[src/rtl/ps2_keyboard_rx.sv]
// PS/2 keyboard receiver: pin sync, frame deframer, E0/F0 prefix decoder,
// key-event FIFO with valid/ready handshake and held arrow-key levels.
module ps2_keyboard_rx #(
    parameter int SYNC_STAGES    = 2,
    parameter int FIFO_DEPTH     = 8,
    parameter int TIMEOUT_CYCLES = 50000
) (
    input  logic       clk,
    input  logic       rst_n,
    input  logic       ps2_clk,
    input  logic       ps2_data,
    output logic       evt_valid,
    input  logic       evt_ready,
    output logic [7:0] evt_code,
    output logic       evt_ext,
    output logic       evt_brk,
    output logic       left_arrow,
    output logic       right_arrow,
    output logic       err_parity,
    output logic       err_frame,
    output logic       err_overflow
);
    localparam int PW = (FIFO_DEPTH > 1) ? $clog2(FIFO_DEPTH) : 1;
    localparam int CW = PW + 1;
    localparam int TW = $clog2(TIMEOUT_CYCLES + 1);
    localparam logic [TW-1:0] TMO   = TW'(TIMEOUT_CYCLES);
    localparam logic [CW-1:0] FULL  = CW'(FIFO_DEPTH);
    localparam logic [1:0] S_IDLE   = 2'd0;
    localparam logic [1:0] S_DATA   = 2'd1;
    localparam logic [1:0] S_PARITY = 2'd2;
    localparam logic [1:0] S_STOP   = 2'd3;

    logic [SYNC_STAGES-1:0] csync_q, csync_d, dsync_q, dsync_d;
    logic       cprev_q, cprev_d;
    logic [1:0] state_q, state_d;
    logic [2:0] bit_cnt_q, bit_cnt_d;
    logic [7:0] shift_q, shift_d;
    logic       par_q, par_d;
    logic [TW-1:0] tmo_q, tmo_d;
    logic       byte_done_q, byte_done_d;
    logic       err_par_q, err_par_d, err_frm_q, err_frm_d;
    logic       err_ovf_q, err_ovf_d;
    logic       ext_q, ext_d, brk_q, brk_d;
    logic       left_q, left_d, right_q, right_d;
    logic [9:0] mem_q [FIFO_DEPTH];
    logic [9:0] mem_d [FIFO_DEPTH];
    logic [PW-1:0] wr_ptr_q, wr_ptr_d, rd_ptr_q, rd_ptr_d;
    logic [CW-1:0] cnt_q, cnt_d;
    logic clk_s, data_s, fall, flag_clr, push, pop, wr_ok;

    assign clk_s  = csync_q[SYNC_STAGES-1];
    assign data_s = dsync_q[SYNC_STAGES-1];
    assign fall   = cprev_q & ~clk_s;

    // Deframer: sync chains, frame FSM and inactivity timeout
    always_comb begin
        csync_d     = {csync_q[SYNC_STAGES-2:0], ps2_clk};
        dsync_d     = {dsync_q[SYNC_STAGES-2:0], ps2_data};
        cprev_d     = clk_s;
        state_d     = state_q;
        bit_cnt_d   = bit_cnt_q;
        shift_d     = shift_q;
        par_d       = par_q;
        tmo_d       = tmo_q;
        byte_done_d = 1'b0;
        err_par_d   = 1'b0;
        err_frm_d   = 1'b0;
        flag_clr    = 1'b0;
        if (state_q == S_IDLE || fall) begin
            tmo_d = '0;
        end else if (tmo_q == TMO) begin
            tmo_d     = '0;
            state_d   = S_IDLE;
            err_frm_d = 1'b1;
            flag_clr  = 1'b1;
        end else begin
            tmo_d = tmo_q + TW'(1);
        end
        if (fall) begin
            case (state_q)
                S_IDLE: begin
                    if (!data_s) begin
                        state_d   = S_DATA;
                        bit_cnt_d = '0;
                    end else begin
                        err_frm_d = 1'b1;
                    end
                end
                S_DATA: begin
                    shift_d   = {data_s, shift_q[7:1]};
                    bit_cnt_d = bit_cnt_q + 3'd1;
                    if (bit_cnt_q == 3'd7) state_d = S_PARITY;
                end
                S_PARITY: begin
                    par_d   = data_s;
                    state_d = S_STOP;
                end
                default: begin
                    err_par_d = ~(^{shift_q, par_q});
                    err_frm_d = ~data_s;
                    if (err_par_d || err_frm_d) flag_clr = 1'b1;
                    else byte_done_d = 1'b1;
                    state_d = S_IDLE;
                end
            endcase
        end
    end

    // Prefix decoder, arrow levels and event FIFO
    always_comb begin
        ext_d     = ext_q;
        brk_d     = brk_q;
        left_d    = left_q;
        right_d   = right_q;
        push      = 1'b0;
        mem_d     = mem_q;
        wr_ptr_d  = wr_ptr_q;
        rd_ptr_d  = rd_ptr_q;
        if (flag_clr) begin
            ext_d = 1'b0;
            brk_d = 1'b0;
        end
        if (byte_done_q) begin
            if (shift_q == 8'hE0) begin
                ext_d = 1'b1;
            end else if (shift_q == 8'hF0) begin
                brk_d = 1'b1;
            end else begin
                push  = 1'b1;
                ext_d = 1'b0;
                brk_d = 1'b0;
                if (ext_q && shift_q == 8'h6B) left_d  = ~brk_q;
                if (ext_q && shift_q == 8'h74) right_d = ~brk_q;
            end
        end
        pop       = (cnt_q != '0) && evt_ready;
        wr_ok     = push && ((cnt_q != FULL) || pop);
        err_ovf_d = push && (cnt_q == FULL) && !pop;
        if (wr_ok) begin
            mem_d[wr_ptr_q] = {ext_q, brk_q, shift_q};
            wr_ptr_d        = wr_ptr_q + PW'(1);
        end
        if (pop) rd_ptr_d = rd_ptr_q + PW'(1);
        cnt_d = cnt_q + CW'(wr_ok) - CW'(pop);
    end

    // State registers
    always_ff @(posedge clk or negedge rst_n) begin
        if (!rst_n) begin
            csync_q     <= '1;
            dsync_q     <= '1;
            cprev_q     <= 1'b1;
            state_q     <= S_IDLE;
            bit_cnt_q   <= '0;
            shift_q     <= '0;
            par_q       <= 1'b0;
            tmo_q       <= '0;
            byte_done_q <= 1'b0;
            err_par_q   <= 1'b0;
            err_frm_q   <= 1'b0;
            err_ovf_q   <= 1'b0;
            ext_q       <= 1'b0;
            brk_q       <= 1'b0;
            left_q      <= 1'b0;
            right_q     <= 1'b0;
            wr_ptr_q    <= '0;
            rd_ptr_q    <= '0;
            cnt_q       <= '0;
            for (int i = 0; i < FIFO_DEPTH; i++) mem_q[i] <= '0;
        end else begin
            csync_q     <= csync_d;
            dsync_q     <= dsync_d;
            cprev_q     <= cprev_d;
            state_q     <= state_d;
            bit_cnt_q   <= bit_cnt_d;
            shift_q     <= shift_d;
            par_q       <= par_d;
            tmo_q       <= tmo_d;
            byte_done_q <= byte_done_d;
            err_par_q   <= err_par_d;
            err_frm_q   <= err_frm_d;
            err_ovf_q   <= err_ovf_d;
            ext_q       <= ext_d;
            brk_q       <= brk_d;
            left_q      <= left_d;
            right_q     <= right_d;
            wr_ptr_q    <= wr_ptr_d;
            rd_ptr_q    <= rd_ptr_d;
            cnt_q       <= cnt_d;
            mem_q       <= mem_d;
        end
    end

    assign evt_valid    = (cnt_q != '0);
    assign evt_ext      = mem_q[rd_ptr_q][9];
    assign evt_brk      = mem_q[rd_ptr_q][8];
    assign evt_code     = mem_q[rd_ptr_q][7:0];
    assign left_arrow   = left_q;
    assign right_arrow  = right_q;
    assign err_parity   = err_par_q;
    assign err_frame    = err_frm_q;
    assign err_overflow = err_ovf_q;
endmodule

[config.mk]
export PLATFORM = sky130hd
export DESIGN_NAME = ps2_keyboard_rx
export DESIGN_NICKNAME = d
export VERILOG_FILES = /design/src/rtl/ps2_keyboard_rx.sv
export SDC_FILE = /design/constraint.sdc
export NUM_CORES = 1
export LEC_CHECK = 0
export CORE_UTILIZATION = 60
export CTS_CLUSTER_DIAMETER = 30
export DETAILED_ROUTE_END_ITERATION = 7
export PLACE_DENSITY = 0.78
export RECOVER_POWER = 50
export SYNTH_ARGS = -nofsm -noshare
export SYNTH_HDL_FRONTEND = slang
export SYNTH_SLANG_ARGS = --single-unit
[constraint.sdc]
create_clock -name clk -period 3.35 [get_ports clk]
set_clock_uncertainty 0.1 [all_clocks]
set_input_delay 0.67 -clock clk [delete_from_list [all_inputs] [get_ports clk]]
set_output_delay 0.67 -clock clk [all_outputs]
set_load 0.005 [all_outputs]
After elaboration in Yosys (flattened, before gate mapping)
Cells that the tools add are included.
Storage, ports and cells
  bits in registers: 133
  logic and storage cells: 118
Cells by class
  $add $sub $neg: 6
  magnitude comparators: 3
  equality and inequality tests: 11
  multiplexer cells: 40
  bitwise logic cells: 9
  reductions and logical operators: 22
Operator list (count)
  80-bit bitwise mux: 1
  16-bit two-way mux: 2
  10-bit binary-select mux with 3-bit select: 1
  10-bit demux with 3-bit select: 1
  10-bit two-way mux: 3
  1-bit two-way mux: 23
  16-bit by 1-bit adder with 16-bit output (second input constant): 1
  16-bit == test (second input constant): 1
  8-bit by 7-bit == test with 1-bit output (second input constant): 2
  8-bit == test (second input constant): 2
  2-bit two-way mux: 5
  3-bit by 1-bit adder with 3-bit output (second input constant): 3
  9-bit parity: 1
  4-bit greater-or-equal comparator (second input constant): 2
  3-bit inverter with 4-bit output: 2
  4-bit AND reduction: 2
  1-bit logical AND: 7
  1-bit inverter: 6
  2-bit case mux with 3 select lines: 1
  3-bit case mux with 2 select lines: 1
  4-bit by 1-bit adder with 4-bit output: 1
  4-bit == test (second input constant): 1
  4-bit by 1-bit less-than comparator with 1-bit output (second input constant): 1
  4-bit inequality test (second input constant): 1
  other kinds (17): 20

Depth between registers and ports, before layout
  depth after elaboration: 11
  mapped depth: 11

Worst setup path after synthesis
Ideal clock, no wire load.
  path type: register to register
  from: register shift_q[1]
  to: register cnt_q[2]
  setup time: 123 ps
  arrival: 2406 ps
  required time: 3127 ps
  setup slack: 722 ps
  stages on the path, launching flop included: 10
  buffers on the path: 0
  period minus slack after synthesis: 2628 ps
  path through: dfrtp_1 -> or3_4 -> or4_1 -> nand3_1 -> ha_1 -> inv_1 -> ha_1 -> inv_1 -> fa_1 -> xnor2_1
On the way
  word-level cells in the longest chain between the ends: 7
  elaborated cells on any way between the ends: 8
  classes of those cells: 2 x add/sub; 2 x eq/ne; 3 x mux; 1 x reduce/logical
RTL lines
  start: declaration: line 37  | logic [7:0] shift_q, shift_d;
  start signal: assignment: line 176  | shift_q <= shift_d;
  8-bit == test: line 126  | end else if (shift_q == 8'hF0) begin
  1-bit two-way mux: line 126
  1-bit two-way mux (*): line 124  | if (shift_q == 8'hE0) begin
  1-bit two-way mux (*): line 123  | if (byte_done_q) begin
  1-bit logical AND (*): line 137  | wr_ok = push && ((cnt_q != FULL) || pop);
  4-bit by 1-bit adder with 4-bit output (*): line 144  | cnt_d = cnt_q + CW'(wr_ok) - CW'(pop);
  4-bit by 1-bit subtractor with 4-bit output (*): line 144
  named net cnt_d[2]: line 48  | logic [CW-1:0] cnt_q, cnt_d;
  end signal: assignment: line 189  | cnt_q <= cnt_d;
  end: declaration: line 48
Mark *: on every way through the listed nets, which the timed path passes. The rest lies on a longest branch.
A chain may end at the register's enable or synchronous reset.

Final worst setup path
  from: register rd_ptr_q[0]
  to: output port evt_ext
On the way
  word-level cells in the longest chain between the ends: 4
RTL lines
  start: declaration: line 47  | logic [PW-1:0] wr_ptr_q, wr_ptr_d, rd_ptr_q, rd_ptr_d;
  start signal: assignment: line 188  | rd_ptr_q <= rd_ptr_d;
  3-bit inverter with 4-bit output (implied by the code): line 195  | assign evt_ext = mem_q[rd_ptr_q][9];
  10-bit binary-select mux with 3-bit select: line 195
  10-bit two-way mux (2 in series)
  end: declaration: line 15  | output logic evt_ext,
No other way between the ends. The select of a mux whose other input is x is not followed.

==> impl_metrics.tcl <==
set metrics [dict create \
    status "complete, no violations" \
    path_cells "buf_12, mux4_2, mux2_2, clkdlybuf4s50_1" \
    slowest_stage "mux4_2" \
    mostFrequentLayoutCell "dfrtp_1" \
    drv_slew 0 \
    ys_seq_elements 133 \
    drive_gt1_frac 0.341 \
    synthFlopType "dfrtp_1" \
    coreArea_um2 10300 \
    detail_route.wl_per_cell_um 20.4 \
    seqCellArea_um2 3330 \
    die_x_um 105 \
    grt_pass1_vias 4257 \
    worstMarginPinSlew_ns 1.39 \
    clockRootBuffer "clkbuf_8" \
    multiInputGateArea_um2 2850 \
    gp_congestion 0.762 \
    critical-path-max-stage-delay_ns 0.57 \
    ir_drop_v 0.000535 \
    cts_max_level 4 \
    cp_max_fo 22 \
    power.leakage_nw 3.47 \
    die_area_um2 11100 \
    avgSynthCellArea_um2 13.6 \
    area_growth_pct 15.7 \
    antenna_found_initial 0 \
    cts_tree "yes" \
    post_cts_buffers 0 \
    grt_max_degree 58 \
    hold_path_class "reg -> reg" \
    grt_overflow_total 0 \
    rows 37 \
    diodes 0 \
    final_hold_viol_count 0 \
    synthArstFlopShare 1.00 \
    relSlewSlack 0.0710 \
    instances_no_fill 646 \
    crit_family "multiplexers" \
    grt_usage 0.265 \
    rsz0062_at_grt "no" \
    io-pin-count 21 \
    grt_pass1_wl_mm 21.7 \
    endpoint_kind "output pin" \
    drt_iter0_markers 170 \
    mostFrequentLayoutCells "dfrtp_1 (128), mux2_2 (96), inv_1 (20), nand2_1 (20), mux4_2 (20)" \
    vias_per_cell 6.11 \
    crit_arrival_ns 2.44 \
    crit_required_ns 2.58 \
    ys_seq_area_frac 0.522 \
    tns_ns 0 \
    setup_viol 0 \
    wl_mm 13.2 \
    drc 0 \
    synth_edf_count 0 \
    syn_nets 491 \
    yosysWarningCount 0 \
    start_util 0.618 \
    drv_cap 0 \
    fmax_mhz 311 \
    clock_latency_ns 0.54 \
    period_minus_slack_ns 3.21 \
    place_inst 614 \
    portBuffers 20 \
    dp_hpwl_mm 8.41 \
    cts_buffers 17 \
    ant_nets 0 \
    finalNetCount 520 \
    clk_pin_slew_worst_paths_ns 0.06 \
    postCtsHoldBufs 0 \
    cts-resized-gates 0 \
    crit_buf_inv 2 \
    num-fill-cells 659 \
    die_h_um 105 \
    synth_cells 468 \
    critPathLaunchType "flop" \
    p_per_area_nw_per_um2 696 \
    synthesis.area_um2 6380 \
    crit_type "reg -> out" \
    clkSinkCount 133 \
    dr.pass1.iters 6 \
    clockBufferDepth 2 \
    vias 3946 \
    fin_crit_sh 0.959 \
    yosysUniqueCellTypes 45 \
]
==> flip-flops by register name, indices dropped and copies added, names as in the netlist, 2 cells and up <==
name and count:
cnt_q 4, bit_cnt_q 3, shift_q 8, dsync_q 2, tmo_q 16, mem_q 80, state_q 2, rd_ptr_q 3
wr_ptr_q 3, csync_q 2
==> logic make-up (layout without fill, tap and decap cells) <==
group	count (synthesis)	count (layout)	share of synthesized area
fa+ha+maj	18	18	0.0365
flops	133	133	0.522
xor+xnor	19	19	0.0304
compound gates	40	40	0.0378
buf+inv	45	87	0.0318
mux	122	122	0.250
simple gates	91	91	0.0911
==> per-stage QoR <==
step | worst slack, ns | util | area, um2 | total power, mW | hold slack, ns
global placement | 0.312 | 0.655 | 6760 | 3.10 | 0.246
floorplan | 0.722 | - | 6380 | 2.79 | 0.245
global route | 0.0491 | 0.715 | 7390 | 5.37 | 0.260
detailed placement | 0.276 | 0.655 | 6760 | 3.15 | 0.247
CTS | 0.0896 | 0.717 | 7410 | 5.17 | 0.104
finish | 0.138 | 0.715 | 7390 | 5.14 | 0.255
==> path summary, 6_finish.rpt <==
check	from	to	slack [ns]	cells after the start
worst max-delay path	rd_ptr_q[0]$_DFFE_PN0P_	evt_ext	0.14	4
worst min register to register	dsync_q[0]$_DFF_PN1_	dsync_q[1]$_DFF_PN1_	0.25	0
min in group asynchronous	rst_n	mem_q[16]$_DFFE_PN0P_	0.33	1
worst max register to register	shift_q[7]$_DFFE_PN0P_	cnt_q[2]$_DFF_PN0_	0.48	9
worst min-delay path	dsync_q[0]$_DFF_PN1_	dsync_q[1]$_DFF_PN1_	0.25	0
max in group asynchronous	rst_n	par_q$_DFFE_PN0P_	0.80	2
==> where the power goes <==
part | total (mW) | leakage (nW) | switching (mW) | internal (mW)
Combinational | 1.16 | 1.34 | 0.621 | 0.539
Sequential | 1.97 | 1.81 | 0.223 | 1.74
Clock | 2.02 | 0.318 | 0.694 | 1.32
Total | 5.14 | 3.47 | 1.54 | 3.60
==> final cells by class <==
| cell class | count | share of cell area |
|---|---|---|
| repair buffers | 35 | 0.0425 |
| clock buffers | 19 | 0.0598 |
| inverters | 20 | 0.0102 |
| well taps | 136 | 0.0230 |
| clock inverters | 13 | 0.0276 |
| flip-flops and latches | 133 | 0.451 |
| multi-input cells | 290 | 0.385 |
==> metal layers <==
layer  vias to the layer above  part of all wire  track usage
met3                        25             0.035       0.0649
met1                      2074              0.41        0.321
met5                         -                 0            0
met2                        92              0.53        0.455
met4                         0             0.024        0.108
li1                       1755                 -            -
==> cells in the mapped netlist (2+ instances only) <==
cell type | instances | share of area
xnor3_1 | 2 | 0.0071
nand2_1 | 20 | 0.012
buf_1 | 2 | 0.0012
nor2_1 | 16 | 0.0094
a21oi_1 | 14 | 0.011
nor4bb_1 | 3 | 0.0047
nand3b_1 | 3 | 0.0035
o211ai_1 | 5 | 0.0059
nand3_1 | 11 | 0.0086
clkbuf_1 | 16 | 0.0094
o2111ai_1 | 2 | 0.0027
nor4_4 | 5 | 0.017
or4_1 | 2 | 0.0024
dfrtp_1 | 128 | 0.50
nand2b_1 | 4 | 0.0039
buf_6 | 4 | 0.0071
o21ai_0 | 12 | 0.0094
nand4_1 | 6 | 0.0059
mux2_2 | 96 | 0.17
dfstp_2 | 5 | 0.021
or3_1 | 7 | 0.0069
mux4_2 | 20 | 0.071
mux2_1 | 4 | 0.0071
buf_2 | 3 | 0.0024
ha_1 | 17 | 0.033
xor2_1 | 8 | 0.011
xnor2_1 | 9 | 0.012
a22o_1 | 2 | 0.0027
mux2i_1 | 2 | 0.0031
inv_1 | 20 | 0.012
and3_1 | 3 | 0.0029
or4b_1 | 4 | 0.0063
Power figures use the tool's default switching activity.
